**src/rtl/seed_pkg.sv**
```systemverilog
// Shared constants, state encoding and the G function for the SEED decryption core.
// The S-boxes are stored as byte tables. Byte-wise masking rebuilds the SS0..SS3 words.
package seed_pkg;

    localparam int unsigned NumRounds = 16;
    localparam int unsigned KeyIdxW   = 4;
    localparam int unsigned BlockW    = 128;
    localparam int unsigned HalfW     = 64;
    localparam int unsigned WordW     = 32;

    typedef enum logic [1:0] {
        StIdle,
        StRun,
        StDone
    } seed_state_e;

    localparam logic [7:0] SBox1 [256] = '{
        8'hA9, 8'h85, 8'hD6, 8'hD3, 8'h54, 8'h1D, 8'hAC, 8'h25,
        8'h5D, 8'h43, 8'h18, 8'h1E, 8'h51, 8'hFC, 8'hCA, 8'h63,
        8'h28, 8'h44, 8'h20, 8'h9D, 8'hE0, 8'hE2, 8'hC8, 8'h17,
        8'hA5, 8'h8F, 8'h03, 8'h7B, 8'hBB, 8'h13, 8'hD2, 8'hEE,
        8'h70, 8'h8C, 8'h3F, 8'hA8, 8'h32, 8'hDD, 8'hF6, 8'h74,
        8'hEC, 8'h95, 8'h0B, 8'h57, 8'h5C, 8'h5B, 8'hBD, 8'h01,
        8'h24, 8'h1C, 8'h73, 8'h98, 8'h10, 8'hCC, 8'hF2, 8'hD9,
        8'h2C, 8'hE7, 8'h72, 8'h83, 8'h9B, 8'hD1, 8'h86, 8'hC9,
        8'h60, 8'h50, 8'hA3, 8'hEB, 8'h0D, 8'hB6, 8'h9E, 8'h4F,
        8'hB7, 8'h5A, 8'hC6, 8'h78, 8'hA6, 8'h12, 8'hAF, 8'hD5,
        8'h61, 8'hC3, 8'hB4, 8'h41, 8'h52, 8'h7D, 8'h8D, 8'h08,
        8'h1F, 8'h99, 8'h00, 8'h19, 8'h04, 8'h53, 8'hF7, 8'hE1,
        8'hFD, 8'h76, 8'h2F, 8'h27, 8'hB0, 8'h8B, 8'h0E, 8'hAB,
        8'hA2, 8'h6E, 8'h93, 8'h4D, 8'h69, 8'h7C, 8'h09, 8'h0A,
        8'hBF, 8'hEF, 8'hF3, 8'hC5, 8'h87, 8'h14, 8'hFE, 8'h64,
        8'hDE, 8'h2E, 8'h4B, 8'h1A, 8'h06, 8'h21, 8'h6B, 8'h66,
        8'h02, 8'hF5, 8'h92, 8'h8A, 8'h0C, 8'hB3, 8'h7E, 8'hD0,
        8'h7A, 8'h47, 8'h96, 8'hE5, 8'h26, 8'h80, 8'hAD, 8'hDF,
        8'hA1, 8'h30, 8'h37, 8'hAE, 8'h36, 8'h15, 8'h22, 8'h38,
        8'hF4, 8'hA7, 8'h45, 8'h4C, 8'h81, 8'hE9, 8'h84, 8'h97,
        8'h35, 8'hCB, 8'hCE, 8'h3C, 8'h71, 8'h11, 8'hC7, 8'h89,
        8'h75, 8'hFB, 8'hDA, 8'hF8, 8'h94, 8'h59, 8'h82, 8'hC4,
        8'hFF, 8'h49, 8'h39, 8'h67, 8'hC0, 8'hCF, 8'hD7, 8'hB8,
        8'h0F, 8'h8E, 8'h42, 8'h23, 8'h91, 8'h6C, 8'hDB, 8'hA4,
        8'h34, 8'hF1, 8'h48, 8'hC2, 8'h6F, 8'h3D, 8'h2D, 8'h40,
        8'hBE, 8'h3E, 8'hBC, 8'hC1, 8'hAA, 8'hBA, 8'h4E, 8'h55,
        8'h3B, 8'hDC, 8'h68, 8'h7F, 8'h9C, 8'hD8, 8'h4A, 8'h56,
        8'h77, 8'hA0, 8'hED, 8'h46, 8'hB5, 8'h2B, 8'h65, 8'hFA,
        8'hE3, 8'hB9, 8'hB1, 8'h9F, 8'h5E, 8'hF9, 8'hE6, 8'hB2,
        8'h31, 8'hEA, 8'h6D, 8'h5F, 8'hE4, 8'hF0, 8'hCD, 8'h88,
        8'h16, 8'h3A, 8'h58, 8'hD4, 8'h62, 8'h29, 8'h07, 8'h33,
        8'hE8, 8'h1B, 8'h05, 8'h79, 8'h90, 8'h6A, 8'h2A, 8'h9A
    };

    localparam logic [7:0] SBox2 [256] = '{
        8'h38, 8'hE8, 8'h2D, 8'hA6, 8'hCF, 8'hDE, 8'hB3, 8'hB8,
        8'hAF, 8'h60, 8'h55, 8'hC7, 8'h44, 8'h6F, 8'h6B, 8'h5B,
        8'hC3, 8'h62, 8'h33, 8'hB5, 8'h29, 8'hA0, 8'hE2, 8'hA7,
        8'hD3, 8'h91, 8'h11, 8'h06, 8'h1C, 8'hBC, 8'h36, 8'h4B,
        8'hEF, 8'h88, 8'h6C, 8'hA8, 8'h17, 8'hC4, 8'h16, 8'hF4,
        8'hC2, 8'h45, 8'hE1, 8'hD6, 8'h3F, 8'h3D, 8'h8E, 8'h98,
        8'h28, 8'h4E, 8'hF6, 8'h3E, 8'hA5, 8'hF9, 8'h0D, 8'hDF,
        8'hD8, 8'h2B, 8'h66, 8'h7A, 8'h27, 8'h2F, 8'hF1, 8'h72,
        8'h42, 8'hD4, 8'h41, 8'hC0, 8'h73, 8'h67, 8'hAC, 8'h8B,
        8'hF7, 8'hAD, 8'h80, 8'h1F, 8'hCA, 8'h2C, 8'hAA, 8'h34,
        8'hD2, 8'h0B, 8'hEE, 8'hE9, 8'h5D, 8'h94, 8'h18, 8'hF8,
        8'h57, 8'hAE, 8'h08, 8'hC5, 8'h13, 8'hCD, 8'h86, 8'hB9,
        8'hFF, 8'h7D, 8'hC1, 8'h31, 8'hF5, 8'h8A, 8'h6A, 8'hB1,
        8'hD1, 8'h20, 8'hD7, 8'h02, 8'h22, 8'h04, 8'h68, 8'h71,
        8'h07, 8'hDB, 8'h9D, 8'h99, 8'h61, 8'hBE, 8'hE6, 8'h59,
        8'hDD, 8'h51, 8'h90, 8'hDC, 8'h9A, 8'hA3, 8'hAB, 8'hD0,
        8'h81, 8'h0F, 8'h47, 8'h1A, 8'hE3, 8'hEC, 8'h8D, 8'hBF,
        8'h96, 8'h7B, 8'h5C, 8'hA2, 8'hA1, 8'h63, 8'h23, 8'h4D,
        8'hC8, 8'h9E, 8'h9C, 8'h3A, 8'h0C, 8'h2E, 8'hBA, 8'h6E,
        8'h9F, 8'h5A, 8'hF2, 8'h92, 8'hF3, 8'h49, 8'h78, 8'hCC,
        8'h15, 8'hFB, 8'h70, 8'h75, 8'h7F, 8'h35, 8'h10, 8'h03,
        8'h64, 8'h6D, 8'hC6, 8'h74, 8'hD5, 8'hB4, 8'hEA, 8'h09,
        8'h76, 8'h19, 8'hFE, 8'h40, 8'h12, 8'hE0, 8'hBD, 8'h05,
        8'hFA, 8'h01, 8'hF0, 8'h2A, 8'h5E, 8'hA9, 8'h56, 8'h43,
        8'h85, 8'h14, 8'h89, 8'h9B, 8'hB0, 8'hE5, 8'h48, 8'h79,
        8'h97, 8'hFC, 8'h1E, 8'h82, 8'h21, 8'h8C, 8'h1B, 8'h5F,
        8'h77, 8'h54, 8'hB2, 8'h1D, 8'h25, 8'h4F, 8'h00, 8'h46,
        8'hED, 8'h58, 8'h52, 8'hEB, 8'h7E, 8'hDA, 8'hC9, 8'hFD,
        8'h30, 8'h95, 8'h65, 8'h3C, 8'hB6, 8'hE4, 8'hBB, 8'h7C,
        8'h0E, 8'h50, 8'h39, 8'h26, 8'h32, 8'h84, 8'h69, 8'h93,
        8'h37, 8'hE7, 8'h24, 8'hA4, 8'hCB, 8'h53, 8'h0A, 8'h87,
        8'hD9, 8'h4C, 8'h83, 8'h8F, 8'hCE, 8'h3B, 8'h4A, 8'hB7
    };

    // Mask m[(i + j) mod 4] selects which bits of input byte i reach output byte j.
    localparam logic [7:0] GMask [4] = '{8'hFC, 8'hF3, 8'hCF, 8'h3F};

    function automatic logic [WordW-1:0] seed_g(input logic [WordW-1:0] y);
        logic [7:0] s [4];
        logic [7:0] z [4];
        logic [1:0] m;
        s[0] = SBox1[y[7:0]];
        s[1] = SBox2[y[15:8]];
        s[2] = SBox1[y[23:16]];
        s[3] = SBox2[y[31:24]];
        for (int j = 0; j < 4; j++) begin
            z[j] = '0;
            for (int i = 0; i < 4; i++) begin
                m = 2'(i + j);
                z[j] = z[j] ^ (s[i] & GMask[m]);
            end
        end
        return {z[3], z[2], z[1], z[0]};
    endfunction

endpackage

```
**src/rtl/seed_dec_round.sv**
```systemverilog
// SEED round function F: key mixing, three G evaluations and the modulo-2^32 additions.
module seed_dec_round
    import seed_pkg::*;
(
    input  logic [HalfW-1:0] r_i,
    input  logic [HalfW-1:0] key_i,
    output logic [HalfW-1:0] f_o
);

    logic [WordW-1:0] c_k;
    logic [WordW-1:0] g1;
    logic [WordW-1:0] g2;
    logic [WordW-1:0] g3;

    always_comb begin
        c_k = r_i[HalfW-1:WordW] ^ key_i[HalfW-1:WordW];
        g1  = seed_g(c_k ^ r_i[WordW-1:0] ^ key_i[WordW-1:0]);
        g2  = seed_g(c_k + g1);
        g3  = seed_g(g1 + g2);
        f_o = {g2 + g3, g3};
    end

endmodule

```
**src/rtl/seed_dec_core.sv**
```systemverilog
// Iterative SEED block decryptor: one Feistel round per cycle, 16-entry round-key store.
// Define SEED_DEC_ENC_MODE_EN to add i_Mode, which selects forward key order (encryption).
module seed_dec_core
    import seed_pkg::*;
(
    input  logic               i_Clk,
    input  logic               i_Rst,
    input  logic               i_KeyWe,
    input  logic [KeyIdxW-1:0] i_KeyAddr,
    input  logic [HalfW-1:0]   i_KeyData,
    input  logic               i_Valid,
    output logic               o_Ready,
    input  logic [BlockW-1:0]  i_Data,
`ifdef SEED_DEC_ENC_MODE_EN
    input  logic               i_Mode,
`endif
    output logic               o_Valid,
    input  logic               i_Ready,
    output logic [BlockW-1:0]  o_Data
);

    localparam logic [KeyIdxW-1:0] LastRound = KeyIdxW'(NumRounds - 1);

    seed_state_e        state_q;
    logic [KeyIdxW-1:0] round_q;
    logic [HalfW-1:0]   l_q;
    logic [HalfW-1:0]   r_q;
    logic               valid_q;
    logic               ready_q;
    logic [BlockW-1:0]  data_q;
`ifdef SEED_DEC_ENC_MODE_EN
    logic               mode_q;
`endif

    logic [HalfW-1:0]   key_mem [NumRounds];
    logic [KeyIdxW-1:0] key_idx;
    logic [HalfW-1:0]   round_key;
    logic [HalfW-1:0]   f_out;

    // The key store has no reset so round keys survive i_Rst.
    always_ff @(posedge i_Clk) begin
        if (i_KeyWe && state_q == StIdle) begin
            key_mem[i_KeyAddr] <= i_KeyData;
        end
    end

    always_comb begin
`ifdef SEED_DEC_ENC_MODE_EN
        key_idx = mode_q ? round_q : LastRound - round_q;
`else
        key_idx = LastRound - round_q;
`endif
        round_key = key_mem[key_idx];
    end

    seed_dec_round u_round (
        .r_i   (r_q),
        .key_i (round_key),
        .f_o   (f_out)
    );

    always_ff @(posedge i_Clk) begin
        if (i_Rst) begin
            state_q <= StIdle;
            round_q <= '0;
            l_q     <= '0;
            r_q     <= '0;
            valid_q <= 1'b0;
            ready_q <= 1'b1;
            data_q  <= '0;
`ifdef SEED_DEC_ENC_MODE_EN
            mode_q  <= 1'b0;
`endif
        end else begin
            unique case (state_q)
                StIdle: begin
                    if (ready_q && i_Valid) begin
                        l_q     <= i_Data[BlockW-1:HalfW];
                        r_q     <= i_Data[HalfW-1:0];
                        ready_q <= 1'b0;
                        state_q <= StRun;
`ifdef SEED_DEC_ENC_MODE_EN
                        mode_q  <= i_Mode;
`endif
                    end else begin
                        // Ready lags IDLE entry by one cycle after a completed block.
                        ready_q <= 1'b1;
                    end
                end
                StRun: begin
                    if (round_q == LastRound) begin
                        // Final round keeps the halves in place: {R16, L16}.
                        data_q  <= {l_q ^ f_out, r_q};
                        valid_q <= 1'b1;
                        round_q <= '0;
                        state_q <= StDone;
                    end else begin
                        l_q     <= r_q;
                        r_q     <= l_q ^ f_out;
                        round_q <= round_q + 4'd1;
                    end
                end
                StDone: begin
                    if (i_Ready) begin
                        valid_q <= 1'b0;
                        state_q <= StIdle;
                    end
                end
                default: begin
                    state_q <= StIdle;
                end
            endcase
        end
    end

    assign o_Ready = ready_q;
    assign o_Valid = valid_q;
    assign o_Data  = data_q;

endmodule

```
**config.mk**
```make
export PLATFORM = sky130hd
export DESIGN_NAME = seed_dec_core
export DESIGN_NICKNAME = d
export VERILOG_FILES = /design/src/rtl/seed_pkg.sv /design/src/rtl/seed_dec_round.sv /design/src/rtl/seed_dec_core.sv
export SDC_FILE = /design/constraint.sdc
export NUM_CORES = 2
export LEC_CHECK = 0
export BUFFER_PORTS_ARGS = -buffer_cell sky130_fd_sc_hd__clkbuf_2
export CORE_ASPECT_RATIO = 1.2
export CORE_MARGIN = 10
export CORE_UTILIZATION = 57
export DETAILED_ROUTE_END_ITERATION = 8
export GPL_TIMING_DRIVEN = 0
export PLACE_DENSITY = 0.77
export SLEW_MARGIN = 40
export SYNTH_ARGS = -nofsm -noshare
export SYNTH_HDL_FRONTEND = slang
export SYNTH_SLANG_ARGS = --single-unit
```
**constraint.sdc**
```tcl
create_clock -name i_Clk -period 19.8 [get_ports i_Clk]
set_input_delay 1.98 -clock i_Clk [delete_from_list [all_inputs] [get_ports i_Clk]]
set_output_delay 1.98 -clock i_Clk [all_outputs]
set_load 0.02 [all_outputs]
```
==> results of run 1 <==
## metal layers
metal | GRT usage | overflow
met2 | 0.8593 | 57
met5 | 0.3964 | 11
met1 | 0.7454 | 15
met4 | 0.6507 | 64
met3 | 0.6849 | 35
## per-stage QoR
stage,setup WS [ns],utilization,area (sq um)
after CTS,-0.01502,0.6767,111100
after detailed placement,-9.703,0.6138,100800
after global placement,-10.77,0.5993,98390
after floorplan,0.02408,-,94060
## cells by family after synthesis
| family | after synthesis |
|---|---|
| AO/OA/AOI/OAI | 3582 |
| XOR/XNOR | 448 |
| adder cells (fa/ha/maj) | 260 |
| buffers and inverters | 1092 |
| flip-flops | 1288 |
| multiplexers | 468 |
| AND/OR/NAND/NOR | 3183 |
## timing repair
item / in CTS
resized for setup: 1186
gates cloned: 2
pin swaps: 124
buffers inserted: 203
setup endpoints to repair: 128
==> impl_metrics.toml, run 1 <==
[placed_design]
finalWeightedCongestion = 1.273
io_buffers = 330
placedCellCount = 12920
hpwl_mm = 394.1

[clock_tree]
cts_made_buffers = 119
clockBufferDepth = 3
cts_hold_buf = 0
root_buffer = "clkbuf_16"
htreeDepth = 3
cts_sinks = 1288

[synthesis]
synth_top_family_by_area = "compound AO/OA/AOI/OAI gates"
synthXorXnorAreaFrac = 0.04820
synth_nets = 10780
synth_edf_count = 1024
ys_types = 120
muxShareOfSynthArea = 0.09159
synth.top_cells.by_count = "nand2_1 (1268), edfxtp_1 (1024), nor2_1 (996)"
yosysMostFrequentCell = "nand2_1"
synth-compound-area-share = 0.2472
async_flop_share = 0
ys.flop_type = "edfxtp_1"
synth_area_leaders = "edfxtp_1 (33%), mux4_2 (7.2%), dfxtp_1 (5.6%)"
synth_area_leader_cell = "edfxtp_1"
yosysSeqAreaShare = 0.3834
syn-cell-area_sq_um = 93980
synth_cells = 10321
yosys_warnings = 0
synth-seq-cells = 1288
avgSynthCellArea_sq_um = 9.105
synthAdderAreaFrac = 0.03504
synthSimpleGateAreaFrac = 0.1463
synth_top_cell_area_share = 0.3272

[floorplanning]
start_util = 0.5724
fp.dieW_microns = 390.7
die_h_microns = 464.8
fp-row-count = 163
ios = 331

[grt]
grt_pass1_wl_mm = 974.2
grt_max_degree = 21
grt_pass1_vias = 122946
track_usage = 0.7424
grt_overflow_total = 182

[status]
stop_stage = "5_1_grt"
status = "aborted with a tool error"
tool.error = "[ERROR GRT-0116] Global routing finished with congestion. Check the congestion regions in the DRC Viewer."
==> run 2, diff against run 1 <==
--- a/config.mk
+++ b/config.mk
@@ -6,12 +6,11 @@
 export NUM_CORES = 2
 export LEC_CHECK = 0
 export BUFFER_PORTS_ARGS = -buffer_cell sky130_fd_sc_hd__clkbuf_2
-export CORE_ASPECT_RATIO = 1.2
 export CORE_MARGIN = 10
-export CORE_UTILIZATION = 57
+export CORE_UTILIZATION = 40
 export DETAILED_ROUTE_END_ITERATION = 8
 export GPL_TIMING_DRIVEN = 0
-export PLACE_DENSITY = 0.77
+export PLACE_DENSITY_LB_ADDON = 0.15
 export SLEW_MARGIN = 40
 export SYNTH_ARGS = -nofsm -noshare
 export SYNTH_HDL_FRONTEND = slang
==> constraint.sdc (replaced) <==
create_clock -name i_Clk -period 25.7 [get_ports i_Clk]
set_input_delay 2.57 -clock i_Clk [delete_from_list [all_inputs] [get_ports i_Clk]]
set_output_delay 2.57 -clock i_Clk [all_outputs]
set_load 0.02 [all_outputs]
==> run 2 against run 1 <==
Against the previous run:
- the flow now finishes, with violations (DRC, setup timing)
- synthesized area unchanged
- synthesized cell count unchanged
==> impl_metrics.toml, run 2 <==
[synthesis]
synth_nets = 10780
synthAdderAreaFrac = 0.03504
synth_area_leaders = "edfxtp_1 (33%), mux4_2 (7.2%), dfxtp_1 (5.6%)"
avgSynthCellArea_sq_um = 9.105
async_flop_share = 0
yosysSeqAreaShare = 0.3834
synth-seq-cells = 1288
synth_top_cell_area_share = 0.3272
syn-cell-area_sq_um = 93980
synth_cells = 10321
synth.top_cells.by_count = "nand2_1 (1268), edfxtp_1 (1024), nor2_1 (996)"
synth-compound-area-share = 0.2472
synth_top_family_by_area = "compound AO/OA/AOI/OAI gates"
ys.flop_type = "edfxtp_1"
muxShareOfSynthArea = 0.09159
yosys_warnings = 0
synth_edf_count = 1024
synth_area_leader_cell = "edfxtp_1"
synthXorXnorAreaFrac = 0.04820
ys_types = 120
yosysMostFrequentCell = "nand2_1"
synthSimpleGateAreaFrac = 0.1463

[layout]
area_growth_pct = 15.37
nNetsFinal = 11407
largest_reg_flops = 1024
layout_common_cells = "nand2_1 (1263), edfxtp_1 (1024), nor2_1 (942)"
fin_area_sq_um = 108400
final_common_cell = "nand2_1"
drive_gt1_frac = 0.1585
top_register = "key_mem"

[floorplanning]
fp-row-count = 177
die-area_sq_um = 254700
start_util = 0.4030
die_h_microns = 504.7
core_sq_um = 233200
ios = 331
fp.dieW_microns = 504.7

[clock_tree]
root_buffer = "clkbuf_16"
cts_tree = "built"
cts_sinks = 1288
cts_made_buffers = 119
clk_pin_slew_ns = 0.06
clockBufferDepth = 3
htreeDepth = 3
clkLatencyLatePin_ns = 0.81

[placed_design]
finalWeightedCongestion = 1.127
post_dp_cell_area_sq_um = 102400
hpwl_mm = 413.5
io_buffers = 330

[critical_path]
path_buf_inv = 17
crit_required_ns = 26.35
cp.arrival_ns = 26.67
cp_slowest_cell = "buf_1"
startpoint_type = "register"
r2r-start = "round_q[2]$_SDFFE_PP0P_"
endpoint_kind = "register"
crit_path_frequent_cell = "o21a_1"
crit_family = "compound AO/OA/AOI/OAI gates"
worstSetupPathType = "register to register"
r2r-end = "r_q[58]$_SDFFE_PP0P_"
rr_worst_depth = 82
crit_fanout = 13
r2r_slack_ns = -0.33
max_stage_delay_ns = 0.67

[status]
violations = "DRC, setup timing"
status = "complete, but fails checks"

[timing]
skew_ns = 0.07864
rsz0062_at_grt = "true"
drv_slew = 0
final.min_clock_period_ns = 26.03
max_slew.worst_pin.slew_ns = 1.109
slew_headroom = 0.2557
fmax_mhz = 38.42
finalHoldViolCount = 0
min_period_over_period = 1.013
setup_viol = 4
setup_ws_ns = -0.3257

[grt]
grt_max_degree = 21
grt_overflow_total = 0
track_usage = 0.4141
antenna_found_initial = 59
grt_pass1_wl_mm = 767.4
grt_pass1_vias = 95988

[detailed_routing]
detail_route.iter0.violations = 18846
firstDrtPassIters = 9
drc = 81
vias_per_cell = 7.214
wl_per_cell_microns = 39.16
wl_mm = 557.0
drtAntennaViolNets = 0
vias = 102633

[hold_path]
min_path_type = "register to register"
hold_end = "o_Data[47]$_SDFFE_PP0P_"
holdPathStages = 2
worstHoldStart = "o_Data[47]$_SDFFE_PP0P_"

[job]
cap_violations = 0
[run 2: cell counts after synthesis]
Identical to the previous run, type by type.
[run 2: final cells by class]
type                            count  area (sq um)
Sequential cell                  1288         36040
Buffer                            948          4350
Clock inverter                     74         893.4
Antenna cell                       41         102.6
Multi-Input combinational cell   7941         55530
Inverter                          130         499.2
Tap cell                         3132          3919
Fill cell                       22260        124800
Clock buffer                      152          3142
Timing Repair Buffer              520          3951
[run 2: how the worst max path moves through the flow]
stage,from,cells after the start,endpoint
finish,round_q[2]$_SDFFE_PP0P_,82,r_q[58]$_SDFFE_PP0P_
global route,round_q[0]$_SDFFE_PP0P_,91,r_q[58]$_SDFFE_PP0P_
CTS,round_q[0]$_SDFFE_PP0P_,90,r_q[63]$_SDFFE_PP0P_
detailed placement,round_q[1]$_SDFFE_PP0P_,89,r_q[63]$_SDFFE_PP0P_
global placement,round_q[3]$_SDFFE_PP0P_,79,r_q[63]$_SDFFE_PP0P_
floorplan,round_q[0]$_SDFFE_PP0P_,92,r_q[63]$_SDFFE_PP0P_
[run 2: layer usage]
| layer | vias to the layer above | track usage | share of wire |
|---|---|---|---|
| met3 | 2905 | 0.1695 | 0.14 |
| met2 | 9467 | 0.6025 | 0.41 |
| li1 | 40706 | - | - |
| met1 | 49511 | 0.4795 | 0.34 |
| met4 | 44 | 0.3296 | 0.11 |
| met5 | - | 0 | 0.00071 |
[run 2: cell families (layout without fill, tap and decap cells)]
group,after synthesis,count (layout)
and+or+nand+nor,3183,3183
DFF,1288,1288
muxes,468,468
AOI/OAI and AO/OA,3582,3582
adders and majority gates,260,260
buffers and inverters,1092,1824
other,0,41
xor gates and xnor gates,448,448
[run 2: through the flow]
step | util | setup slack, ns | cells | hold slack [ns] | TNS, ns
global route | 0.4647 | -0.02092 | 14207 | 0.4770 | -0.02092
floorplan | - | 4.413 | 10321 | 0.4451 | 0
global placement | 0.4269 | -8.317 | 13783 | 0.4473 | -601.01
CTS | 0.4596 | 0.0002647 | 14162 | 0.4580 | 0
detailed placement | 0.4390 | -5.559 | 13932 | 0.4498 | -242.73
finish | 0.4649 | -0.3257 | 14226 | 0.4593 | -0.8308
[run 2: repair_timing]
item,CTS,global route
pin swaps,9,24
setup buffers,9,29
setup endpoints to repair,122,39
hold buffers,0,0
resized for setup,204,241
[run 2: worst min-delay path, cell delays in order, from the launching register on]
cell and delay, ns:
dfxtp_1 0.31, nand2_1 0.05, a21oi_1 0.05
Power of run 2 is left out: the tool's default activity adds up to more than one toggle a clock period on the data nets, which glitch-free logic cannot reach.
